<file path="src/rtl/wb_port_arbiter.sv">
// Register-file write-port arbiter: merges same-cycle pipeline writebacks with
// in-order load responses, tracks pending load destinations and blocks WAW hazards.
module wb_port_arbiter #(
    parameter int XLEN     = 32,
    parameter int REG_BITS = 5,
    parameter int LD_DEPTH = 2
) (
    input  logic                          clk,
    input  logic                          reset,
    input  logic                          io_pipe_valid,
    input  logic [1:0]                    io_pipe_sel,
    input  logic [REG_BITS-1:0]           io_pipe_rd,
    input  logic                          io_pipe_wen,
    input  logic [XLEN-1:0]               io_pipe_alu,
    input  logic [XLEN-1:0]               io_pipe_csr,
    input  logic [XLEN-1:0]               io_pipe_pc4,
    output logic                          io_pipe_ready,
    input  logic                          io_ld_issue_valid,
    input  logic [REG_BITS-1:0]           io_ld_issue_rd,
    output logic                          io_ld_issue_ready,
    input  logic                          io_ld_resp_valid,
    input  logic [XLEN-1:0]               io_ld_resp_data,
    output logic                          io_ld_resp_ready,
    output logic                          io_rf_wen,
    output logic [REG_BITS-1:0]           io_rf_waddr,
    output logic [XLEN-1:0]               io_rf_wdata,
    output logic [$clog2(LD_DEPTH):0]     io_ld_pending
);

    localparam int PTR_W = $clog2(LD_DEPTH);
    localparam int CNT_W = PTR_W + 1;

    typedef enum logic {
        GRANT_PIPE = 1'b0,
        GRANT_LD   = 1'b1
    } grant_t;

    logic [REG_BITS-1:0] q_rd [LD_DEPTH];
    logic [PTR_W-1:0]    head;
    logic [PTR_W-1:0]    tail;
    logic [CNT_W-1:0]    count;
    grant_t              last_grant;

    logic                pipe_wr;
    logic                rd_match;
    logic                hazard;
    logic                pipe_req;
    logic                ld_req;
    logic                grant_pipe;
    logic                grant_ld;
    logic                push;
    logic                pop;
    logic [XLEN-1:0]     pipe_data;

    // An entry is live when its distance from head (mod depth) is below count.
    always_comb begin
        rd_match = 1'b0;
        for (int i = 0; i < LD_DEPTH; i++) begin
            if ({1'b0, PTR_W'(PTR_W'(i) - head)} < count && q_rd[i] == io_pipe_rd)
                rd_match = 1'b1;
        end
    end

    always_comb begin
        pipe_data = io_pipe_alu;
        case (io_pipe_sel)
            2'd1:    pipe_data = io_pipe_csr;
            2'd2:    pipe_data = io_pipe_pc4;
            default: pipe_data = io_pipe_alu;
        endcase
    end

    always_comb begin
        pipe_wr    = io_pipe_valid & io_pipe_wen;
        hazard     = pipe_wr & (io_pipe_rd != '0) & rd_match;
        pipe_req   = pipe_wr & (io_pipe_sel != 2'd3) & ~hazard;
        ld_req     = io_ld_resp_valid & (count != '0);
        grant_pipe = pipe_req & (~ld_req | (last_grant == GRANT_LD));
        grant_ld   = ld_req & (~pipe_req | (last_grant == GRANT_PIPE));

        io_pipe_ready     = ~hazard & (~pipe_req | grant_pipe);
        io_ld_resp_ready  = grant_ld;
        io_ld_issue_ready = (count != CNT_W'(LD_DEPTH));

        push = io_ld_issue_valid & io_ld_issue_ready;
        pop  = grant_ld;
    end

    // Queue payload needs no reset: liveness comes from head/count only.
    always_ff @(posedge clk) begin
        if (push)
            q_rd[tail] <= io_ld_issue_rd;
    end

    always_ff @(posedge clk) begin
        if (reset) begin
            head        <= '0;
            tail        <= '0;
            count       <= '0;
            last_grant  <= GRANT_PIPE;
            io_rf_wen   <= 1'b0;
            io_rf_waddr <= '0;
            io_rf_wdata <= '0;
        end else begin
            if (push)
                tail <= tail + PTR_W'(1);
            if (pop)
                head <= head + PTR_W'(1);
            count <= count + CNT_W'(push) - CNT_W'(pop);

            if (pipe_req && ld_req)
                last_grant <= grant_ld ? GRANT_LD : GRANT_PIPE;

            if (grant_pipe) begin
                io_rf_wen   <= (io_pipe_rd != '0);
                io_rf_waddr <= io_pipe_rd;
                io_rf_wdata <= pipe_data;
            end else if (grant_ld) begin
                io_rf_wen   <= (q_rd[head] != '0);
                io_rf_waddr <= q_rd[head];
                io_rf_wdata <= io_ld_resp_data;
            end else begin
                io_rf_wen   <= 1'b0;
            end
        end
    end

    assign io_ld_pending = count;

endmodule

</file>
<file path="config.mk">
export PLATFORM = sky130hd
export DESIGN_NAME = wb_port_arbiter
export DESIGN_NICKNAME = d
export VERILOG_FILES = /design/src/rtl/wb_port_arbiter.sv
export SDC_FILE = /design/constraint.sdc
export NUM_CORES = 1
export LEC_CHECK = 0
export CORE_ASPECT_RATIO = 0.5
export CORE_MARGIN = 1.5
export CORE_UTILIZATION = 35
export DETAILED_ROUTE_END_ITERATION = 16
export PLACE_DENSITY = 0.75
export RECOVER_POWER = 25
export SLEW_MARGIN = 20
export SYNTH_ARGS = -nofsm -noshare
export SYNTH_HDL_FRONTEND = slang
export SYNTH_SLANG_ARGS = --single-unit
</file>
<file path="constraint.sdc">
create_clock -name clk -period 7.58 [get_ports clk]
set_input_delay 1.516 -clock clk [delete_from_list [all_inputs] [get_ports clk]]
set_output_delay 1.516 -clock clk [all_outputs]
set_load 0.03 [all_outputs]
</file>
==> run_summary.xml, run 1 <==
<?xml version="1.0" encoding="UTF-8"?>
<metrics>
  <group name="status">
    <metric name="run_status" unit="">complete, no violations</metric>
  </group>
  <group name="floorplanning">
    <metric name="std_cell_rows" unit="">24</metric>
    <metric name="initial_core_util" unit="%">37.1</metric>
    <metric name="ios" unit="">189</metric>
    <metric name="die_w" unit="µm">141</metric>
    <metric name="die_area" unit="µm²">10100</metric>
    <metric name="die_h" unit="µm">71.8</metric>
    <metric name="design.core.area" unit="µm²">8950</metric>
  </group>
  <group name="logic_synthesis">
    <metric name="number_of_enable_type_register_cells_in_the_synthesized_netlist" unit="">10</metric>
    <metric name="yosys_warnings" unit="">0</metric>
    <metric name="syn_inst" unit="">368</metric>
    <metric name="post-synth-top-area-fraction" unit="%">26.6</metric>
    <metric name="synth.net_count" unit="">519</metric>
    <metric name="synth_flop_cell" unit="">dfxtp_1</metric>
    <metric name="synth_largest_area_cell" unit="">dfxtp_1</metric>
    <metric name="synthArstFlopShare" unit="%">0</metric>
    <metric name="main_area_contributors_after_synthesis" unit="">dfxtp_1 (27%), a2111oi_2 (14%), nor2_1 (12%), edfxtp_1 (9.1%), a211oi_1 (7.2%)</metric>
    <metric name="synth-seq-cells" unit="">54</metric>
    <metric name="postSynthAreaPerCell" unit="µm²">9.01</metric>
    <metric name="post_synth_num_cell_types" unit="">43</metric>
    <metric name="fraction_of_the_yosys_area_taken_by_sequential_cells" unit="%">35.6</metric>
    <metric name="syn_area" unit="µm²">3320</metric>
  </group>
  <group name="power">
    <metric name="totalPowerFinal" unit="mW">1.35</metric>
    <metric name="vdd_drop_max" unit="mV">0.131</metric>
    <metric name="comb_power_share" unit="%">49.1</metric>
    <metric name="powerDensity" unit="nW/µm²">250</metric>
    <metric name="power.internal" unit="mW">0.830</metric>
    <metric name="p_sw" unit="mW">0.525</metric>
    <metric name="pwr-share-seq" unit="%">30.6</metric>
    <metric name="sw_frac_of_total" unit="%">38.8</metric>
    <metric name="power_leakage" unit="nW">1.89</metric>
    <metric name="pwr-share-clk" unit="%">20.3</metric>
  </group>
  <group name="global_routing">
    <metric name="first_global_vias" unit="">3459</metric>
    <metric name="grt_pass1_wl" unit="mm">17.7</metric>
    <metric name="grt-ovfl-total" unit="">0</metric>
    <metric name="antenna_violations_before_repair" unit="">0</metric>
    <metric name="grt_max_degree" unit="">65</metric>
    <metric name="globalRouteTotalUtil" unit="%">21.6</metric>
  </group>
  <group name="sta">
    <metric name="finalMaxSlewViolations" unit="">0</metric>
    <metric name="post-route-period-util" unit="%">75.0</metric>
    <metric name="fin_worst_hold_slack" unit="ns">0.476</metric>
    <metric name="post-route-min-period" unit="ns">5.69</metric>
    <metric name="worstMarginPinSlew" unit="ns">0.744</metric>
    <metric name="totalNegativeSetupSlack" unit="ns">0</metric>
    <metric name="rsz0062_at_grt" unit="">false</metric>
    <metric name="fin_ws" unit="ns">1.89</metric>
    <metric name="worst_slew_margin_rel" unit="%">50.4</metric>
    <metric name="setup_viol_count_final" unit="">0</metric>
    <metric name="achievable-frequency" unit="MHz">176</metric>
    <metric name="final_hold_viol_count" unit="">0</metric>
    <metric name="worst_clock_skew" unit="ns">0.0128</metric>
  </group>
  <group name="routing">
    <metric name="avgViaCountPerCell" unit="">5.35</metric>
    <metric name="drt_first_pass_iters" unit="">4</metric>
    <metric name="wirelength" unit="mm">11.0</metric>
    <metric name="drc_errors" unit="">0</metric>
    <metric name="dr_total_vias" unit="">3492</metric>
    <metric name="postRouteAntennaNets" unit="">0</metric>
    <metric name="dr.first_iter.drc_count" unit="">169</metric>
    <metric name="detail_route.wl_per_cell" unit="µm">16.8</metric>
  </group>
  <group name="setup_path">
    <metric name="cell_chain_of_the_critical_path" unit="">clkdlybuf4s50_1, xor2_1, or4_1, o22a_1, nor2_1, o21a_1, clkdlybuf4s50_1</metric>
    <metric name="critical_path.endpoint_type" unit="">output pin</metric>
    <metric name="path_buf_inv" unit="">2</metric>
    <metric name="path_delay_family" unit="">buffers and inverters</metric>
    <metric name="worstSetupStartpointType" unit="">input port</metric>
    <metric name="worstPathRequired" unit="ns">6.06</metric>
    <metric name="rr_startpoint" unit="">io_ld_pending[1]$_SDFF_PP0_</metric>
    <metric name="slowest_stage" unit="">clkdlybuf4s50_1</metric>
    <metric name="cpPeakStageDelay" unit="ns">0.70</metric>
    <metric name="critPathKind" unit="">input port to output pin</metric>
    <metric name="path_max_fanout" unit="">4</metric>
    <metric name="critPathLaunch" unit="">io_pipe_rd[4]</metric>
    <metric name="worst-endpoint-arrival" unit="ns">4.17</metric>
    <metric name="path_common_cell" unit="">clkdlybuf4s50_1</metric>
  </group>
  <group name="cts">
    <metric name="cts.root.buffer_cell" unit="">clkbuf_16</metric>
    <metric name="cts_num_sinks" unit="">54</metric>
    <metric name="cts_hold_bufs" unit="">0</metric>
    <metric name="clk_latency" unit="ns">0.30</metric>
    <metric name="cts.clk_slew.worst_paths" unit="ns">0.07</metric>
    <metric name="numCtsBuffers" unit="">5</metric>
    <metric name="postCtsResizedCells" unit="">0</metric>
    <metric name="post_cts_buffers" unit="">0</metric>
    <metric name="tritoncts" unit="">yes</metric>
    <metric name="h_tree_depth" unit="">2</metric>
    <metric name="max-clock-path-buffers" unit="">2</metric>
  </group>
  <group name="run">
    <metric name="max_cap_viols" unit="">0</metric>
  </group>
  <group name="placement">
    <metric name="post-dp-hpwl" unit="mm">8.10</metric>
    <metric name="routabilityCongestion" unit="">0.822</metric>
    <metric name="post-place-ws" unit="ns">1.96</metric>
    <metric name="port_buffers" unit="">188</metric>
  </group>
  <group name="worst_hold_path">
    <metric name="source_of_the_worst_hold_timing_path" unit="">io_rf_waddr[4]$_SDFFE_PP0P_</metric>
    <metric name="hold_path_class" unit="">register to register</metric>
  </group>
  <group name="cells_and_area">
    <metric name="multi_input_comb_area" unit="µm²">1980</metric>
    <metric name="fill_cells" unit="">791</metric>
    <metric name="drive_above_1_share" unit="%">10.4</metric>
    <metric name="layout_commonest_cell" unit="">clkdlybuf4s50_1</metric>
    <metric name="seqCellArea" unit="µm²">1180</metric>
    <metric name="area_delta_synth_final" unit="%">63.6</metric>
    <metric name="layout.nets" unit="">686</metric>
    <metric name="n_antenna_cell" unit="">0</metric>
    <metric name="layout.cells.most_common_list" unit="">clkdlybuf4s50_1 (176), nor2_1 (106), dfxtp_1 (44)</metric>
  </group>
</metrics>
## power groups by stage
| stage | registers [mW] | logic (mW) | clock network [mW] |
|---|---|---|---|
| 2_1_floorplan | 0.516 | 0.305 | 0 |
| 3_3_place_gp | 0.419 | 0.659 | 0 |
| 3_5_place_dp | 0.420 | 0.668 | 0 |
| 4_1_cts | 0.415 | 0.670 | 0.281 |
| 5_1_grt | 0.424 | 0.711 | 0.295 |
| 6_report | 0.414 | 0.665 | 0.275 |
## Yosys cell counts (4+ instances only)
| library cell | number |
|---|---|
| nor2_1 | 106 |
| dfxtp_1 | 44 |
| a211oi_1 | 32 |
| a22oi_1 | 32 |
| a2111oi_2 | 31 |
| clkbuf_1 | 21 |
| edfxtp_1 | 10 |
| xnor2_1 | 9 |
| inv_1 | 6 |
| buf_2 | 5 |
| ha_1 | 5 |
| mux2_2 | 5 |
| mux2i_1 | 5 |
| xor2_1 | 5 |
| a21oi_1 | 4 |
| buf_6 | 4 |
| nand2_1 | 4 |
| nand3_1 | 4 |
## metrics by stage
step / cell area [µm²] / instances / utilization [%]
2_1_floorplan: 3320 / 368 / -
3_3_place_gp: 5240 / 645 / 58.5
3_5_place_dp: 5240 / 645 / 58.5
4_1_cts: 5420 / 653 / 60.5
5_1_grt: 5430 / 653 / 60.6
6_report: 5430 / 653 / 60.6
## final timing paths
path / end / slack [ns] / cells past startpoint
setup / recovery: io_ld_resp_ready / 1.89 / 7
hold / removal: io_rf_waddr[4]$_SDFFE_PP0P_ / 0.48 / 2
setup reg to reg: io_rf_wdata[9]$_SDFFE_PP0P_ / 4.54 / 7
hold reg to reg: io_rf_waddr[4]$_SDFFE_PP0P_ / 0.48 / 2
## sequential cells by signal, summed over array words and instances (netlist names), named ones only
register       count
io_rf_waddr        5
io_rf_wdata       32
io_rf_wen          1
q_rd              10
io_ld_pending      2
head               1
last_grant         1
tail               1
## cells by family after synthesis
| family | share of synthesized area, % |
|---|---|
| AO/OA/AOI/OAI | 34.4 |
| XOR/XNOR | 3.70 |
| adder cells (fa/ha/maj) | 1.89 |
| buffers and inverters | 5.51 |
| flip-flops | 35.6 |
| multiplexers | 3.21 |
| AND/OR/NAND/NOR | 15.7 |
## worst register-to-register path: stages, from the launching register on
cell and delay [ns]:
dfxtp_1 0.53, a21oi_1 0.11, or4_1 0.58, o22a_1 0.25
o221ai_4 0.62, buf_12 0.37, a211oi_1 0.17, a2111oi_2 0.30
## area by class of cell
type / count / area share [%]
Clock buffer: 6 / 2.56
Clock inverter: 2 / 0.715
Inverter: 6 / 0.415
Multi-Input combinational cell: 276 / 36.5
Sequential cell: 54 / 21.8
Tap cell: 117 / 2.70
Timing Repair Buffer: 192 / 35.4
## metal layers
layer	GRT usage [%]	up-vias	wire length [µm]
met5	0	-	0
met4	5.56	0	185
met3	2.87	14	383
met2	39.7	89	5650
met1	27.1	1665	4760
li1	-	1724	-
Power figures use the tool's default switching activity.
==> run 2, diff against run 1 <==
--- a/config.mk
+++ b/config.mk
@@ -9,7 +9,7 @@
 export CORE_MARGIN = 1.5
 export CORE_UTILIZATION = 35
 export DETAILED_ROUTE_END_ITERATION = 16
-export PLACE_DENSITY = 0.75
+export PLACE_DENSITY = 0.78
 export RECOVER_POWER = 25
 export SLEW_MARGIN = 20
 export SYNTH_ARGS = -nofsm -noshare
==> constraint.sdc (replaced) <==
create_clock -name clk -period 5.1 [get_ports clk]
set_input_delay 1.02 -clock clk [delete_from_list [all_inputs] [get_ports clk]]
set_output_delay 1.02 -clock clk [all_outputs]
set_load 0.03 [all_outputs]
==> run 2 against run 1 <==
Critical path type unchanged. Largest power group unchanged. The flow now finishes with violations (max-capacitance violations, max-slew violations). Final cell count did not move. Sequential share of layout area rose by 0.20 points. Via count fell by 1.8%. Power rose by 43%. Setup slack got worse by 1.5 ns. Clock skew rose by 0.0025 ns.
==> run_summary.xml, run 2 (synthesis results as in run 1) <==
<?xml version="1.0" encoding="UTF-8"?>
<metrics>
  <group name="status">
    <metric name="run_status" unit="">finished, violations left</metric>
    <metric name="violations" unit="">max-capacitance violations, max-slew violations</metric>
  </group>
  <group name="placement">
    <metric name="dpl_cell_area" unit="µm²">5230</metric>
    <metric name="post-place-ws" unit="ns">0.441</metric>
    <metric name="port_buffers" unit="">188</metric>
    <metric name="post-dp-hpwl" unit="mm">8.09</metric>
    <metric name="placedCellCount" unit="">645</metric>
    <metric name="routabilityCongestion" unit="">0.801</metric>
  </group>
  <group name="cts">
    <metric name="clk_latency" unit="ns">0.30</metric>
    <metric name="max-clock-path-buffers" unit="">2</metric>
    <metric name="cts_hold_bufs" unit="">0</metric>
    <metric name="numCtsBuffers" unit="">5</metric>
    <metric name="h_tree_depth" unit="">2</metric>
    <metric name="post_cts_buffers" unit="">0</metric>
    <metric name="cts.root.buffer_cell" unit="">clkbuf_16</metric>
    <metric name="tritoncts" unit="">yes</metric>
    <metric name="postCtsResizedCells" unit="">0</metric>
    <metric name="cts.clk_slew.worst_paths" unit="ns">0.07</metric>
    <metric name="cts_num_sinks" unit="">54</metric>
  </group>
  <group name="setup_path">
    <metric name="cpPeakStageDelay" unit="ns">0.70</metric>
    <metric name="rr_startpoint" unit="">io_ld_pending[1]$_SDFF_PP0_</metric>
    <metric name="path_common_cell" unit="">clkdlybuf4s50_1</metric>
    <metric name="worstSetupStartpointType" unit="">input port</metric>
    <metric name="worstPathRequired" unit="ns">4.08</metric>
    <metric name="worst-endpoint-arrival" unit="ns">3.68</metric>
    <metric name="cell_chain_of_the_critical_path" unit="">clkdlybuf4s50_1, xor2_1, or4_1, o22a_1, nor2_1, o21a_1, clkdlybuf4s50_1</metric>
    <metric name="critPathKind" unit="">input port to output pin</metric>
    <metric name="critPathLaunch" unit="">io_pipe_rd[2]</metric>
    <metric name="slowest_stage" unit="">clkdlybuf4s50_1</metric>
    <metric name="path_max_fanout" unit="">4</metric>
    <metric name="critical_path.endpoint_type" unit="">output pin</metric>
  </group>
  <group name="global_routing">
    <metric name="grt-ovfl-total" unit="">0</metric>
    <metric name="grt_pass1_wl" unit="mm">17.0</metric>
    <metric name="grt_max_degree" unit="">65</metric>
    <metric name="globalRouteTotalUtil" unit="%">21.1</metric>
    <metric name="first_global_vias" unit="">3395</metric>
    <metric name="antenna_violations_before_repair" unit="">0</metric>
  </group>
  <group name="routing">
    <metric name="detail_route.wl_per_cell" unit="µm">16.6</metric>
    <metric name="dr_total_vias" unit="">3428</metric>
    <metric name="drc_errors" unit="">0</metric>
    <metric name="postRouteAntennaNets" unit="">0</metric>
    <metric name="dr.first_iter.drc_count" unit="">176</metric>
    <metric name="drt_first_pass_iters" unit="">4</metric>
    <metric name="wirelength" unit="mm">10.8</metric>
    <metric name="avgViaCountPerCell" unit="">5.25</metric>
  </group>
  <group name="cells_and_area">
    <metric name="number_of_flip_flops_under_the_largest_register_name" unit="">32</metric>
    <metric name="layout_commonest_cell" unit="">clkdlybuf4s50_1</metric>
    <metric name="final_core_util" unit="%">60.1</metric>
    <metric name="layout.cells.most_common_list" unit="">clkdlybuf4s50_1 (176), nor2_1 (106), dfxtp_1 (44)</metric>
    <metric name="layout.nets" unit="">686</metric>
    <metric name="final_standard_cell_area_without_fillers" unit="µm²">5380</metric>
    <metric name="finalNonFillerCells" unit="">653</metric>
    <metric name="fill_cells" unit="">790</metric>
    <metric name="top_regs" unit="">io_rf_wdata x32, q_rd x10, io_rf_waddr x5</metric>
    <metric name="drive_above_1_share" unit="%">10.1</metric>
    <metric name="top_register_by_number_of_flip_flops" unit="">io_rf_wdata</metric>
    <metric name="area_delta_synth_final" unit="%">62.1</metric>
    <metric name="n_antenna_cell" unit="">0</metric>
  </group>
  <group name="floorplanning">
    <metric name="die_w" unit="µm">141</metric>
    <metric name="design.core.area" unit="µm²">8950</metric>
    <metric name="std_cell_rows" unit="">24</metric>
    <metric name="ios" unit="">189</metric>
    <metric name="die_h" unit="µm">71.8</metric>
    <metric name="initial_core_util" unit="%">37.1</metric>
    <metric name="die_area" unit="µm²">10100</metric>
  </group>
  <group name="power">
    <metric name="powerDensity" unit="nW/µm²">361</metric>
    <metric name="power_leakage" unit="nW">1.87</metric>
    <metric name="totalPowerFinal" unit="mW">1.94</metric>
    <metric name="vdd_drop_max" unit="mV">0.203</metric>
  </group>
  <group name="worst_hold_path">
    <metric name="source_of_the_worst_hold_timing_path" unit="">io_rf_waddr[4]$_SDFFE_PP0P_</metric>
    <metric name="hold_path_class" unit="">register to register</metric>
  </group>
  <group name="sta">
    <metric name="rsz0062_at_grt" unit="">false</metric>
    <metric name="post-route-min-period" unit="ns">4.70</metric>
    <metric name="post-route-period-util" unit="%">92.1</metric>
    <metric name="totalNegativeSetupSlack" unit="ns">0</metric>
    <metric name="achievable-frequency" unit="MHz">213</metric>
    <metric name="worstMarginPinSlew" unit="ns">2.01</metric>
    <metric name="final_hold_viol_count" unit="">0</metric>
    <metric name="fin_worst_hold_slack" unit="ns">0.466</metric>
    <metric name="worst_clock_skew" unit="ns">0.0153</metric>
    <metric name="setup_viol_count_final" unit="">0</metric>
    <metric name="finalMaxSlewViolations" unit="">31</metric>
    <metric name="worst_slew_margin_rel" unit="%">-34.2</metric>
    <metric name="fin_ws" unit="ns">0.404</metric>
  </group>
  <group name="run">
    <metric name="max_cap_viols" unit="">1</metric>
  </group>
</metrics>
run 2: final timing paths:
| kind | end | slack [ns] | cells after the start |
|---|---|---|---|
| worst max-delay path | io_ld_resp_ready | 0.40 | 7 |
| worst min-delay path | io_rf_waddr[4]$_SDFFE_PP0P_ | 0.47 | 2 |
| worst max register to register | io_ld_pending[1]$_SDFF_PP0_ | 2.27 | 11 |
| worst min register to register | io_rf_waddr[4]$_SDFFE_PP0P_ | 0.47 | 2 |
run 2: power breakdown:
group          total, mW  switching, mW  internal [mW]
sequential         0.615         0.0744          0.541
combinational      0.982          0.540          0.442
clock              0.345          0.161          0.184
total               1.94          0.776           1.17
run 2: area by class of cell:
cell class,instances,area [µm²],area share (%)
Clock inverter,2,13.8,0.256
Sequential cell,54,1180,22.0
Tap cell,117,146,2.72
Timing Repair Buffer,192,1910,35.4
Clock buffer,6,129,2.40
Inverter,6,22.5,0.419
Multi-Input combinational cell,276,1980,36.8
run 2: critical path, delay by kind of cell:
family	cells	cell delay, ns
buffers and inverters	2	1.21
AND/OR/NAND/NOR	2	0.72
AO/OA/AOI/OAI	2	0.51
XOR/XNOR	1	0.21
run 2: metal layers:
metal	vias up	track usage [%]	part of all wire (%)
met5	-	0	0
li1	1724	-	-
met3	15	3.88	3.6
met2	83	37.8	50
met4	0	5.09	1.5
met1	1606	26.8	45
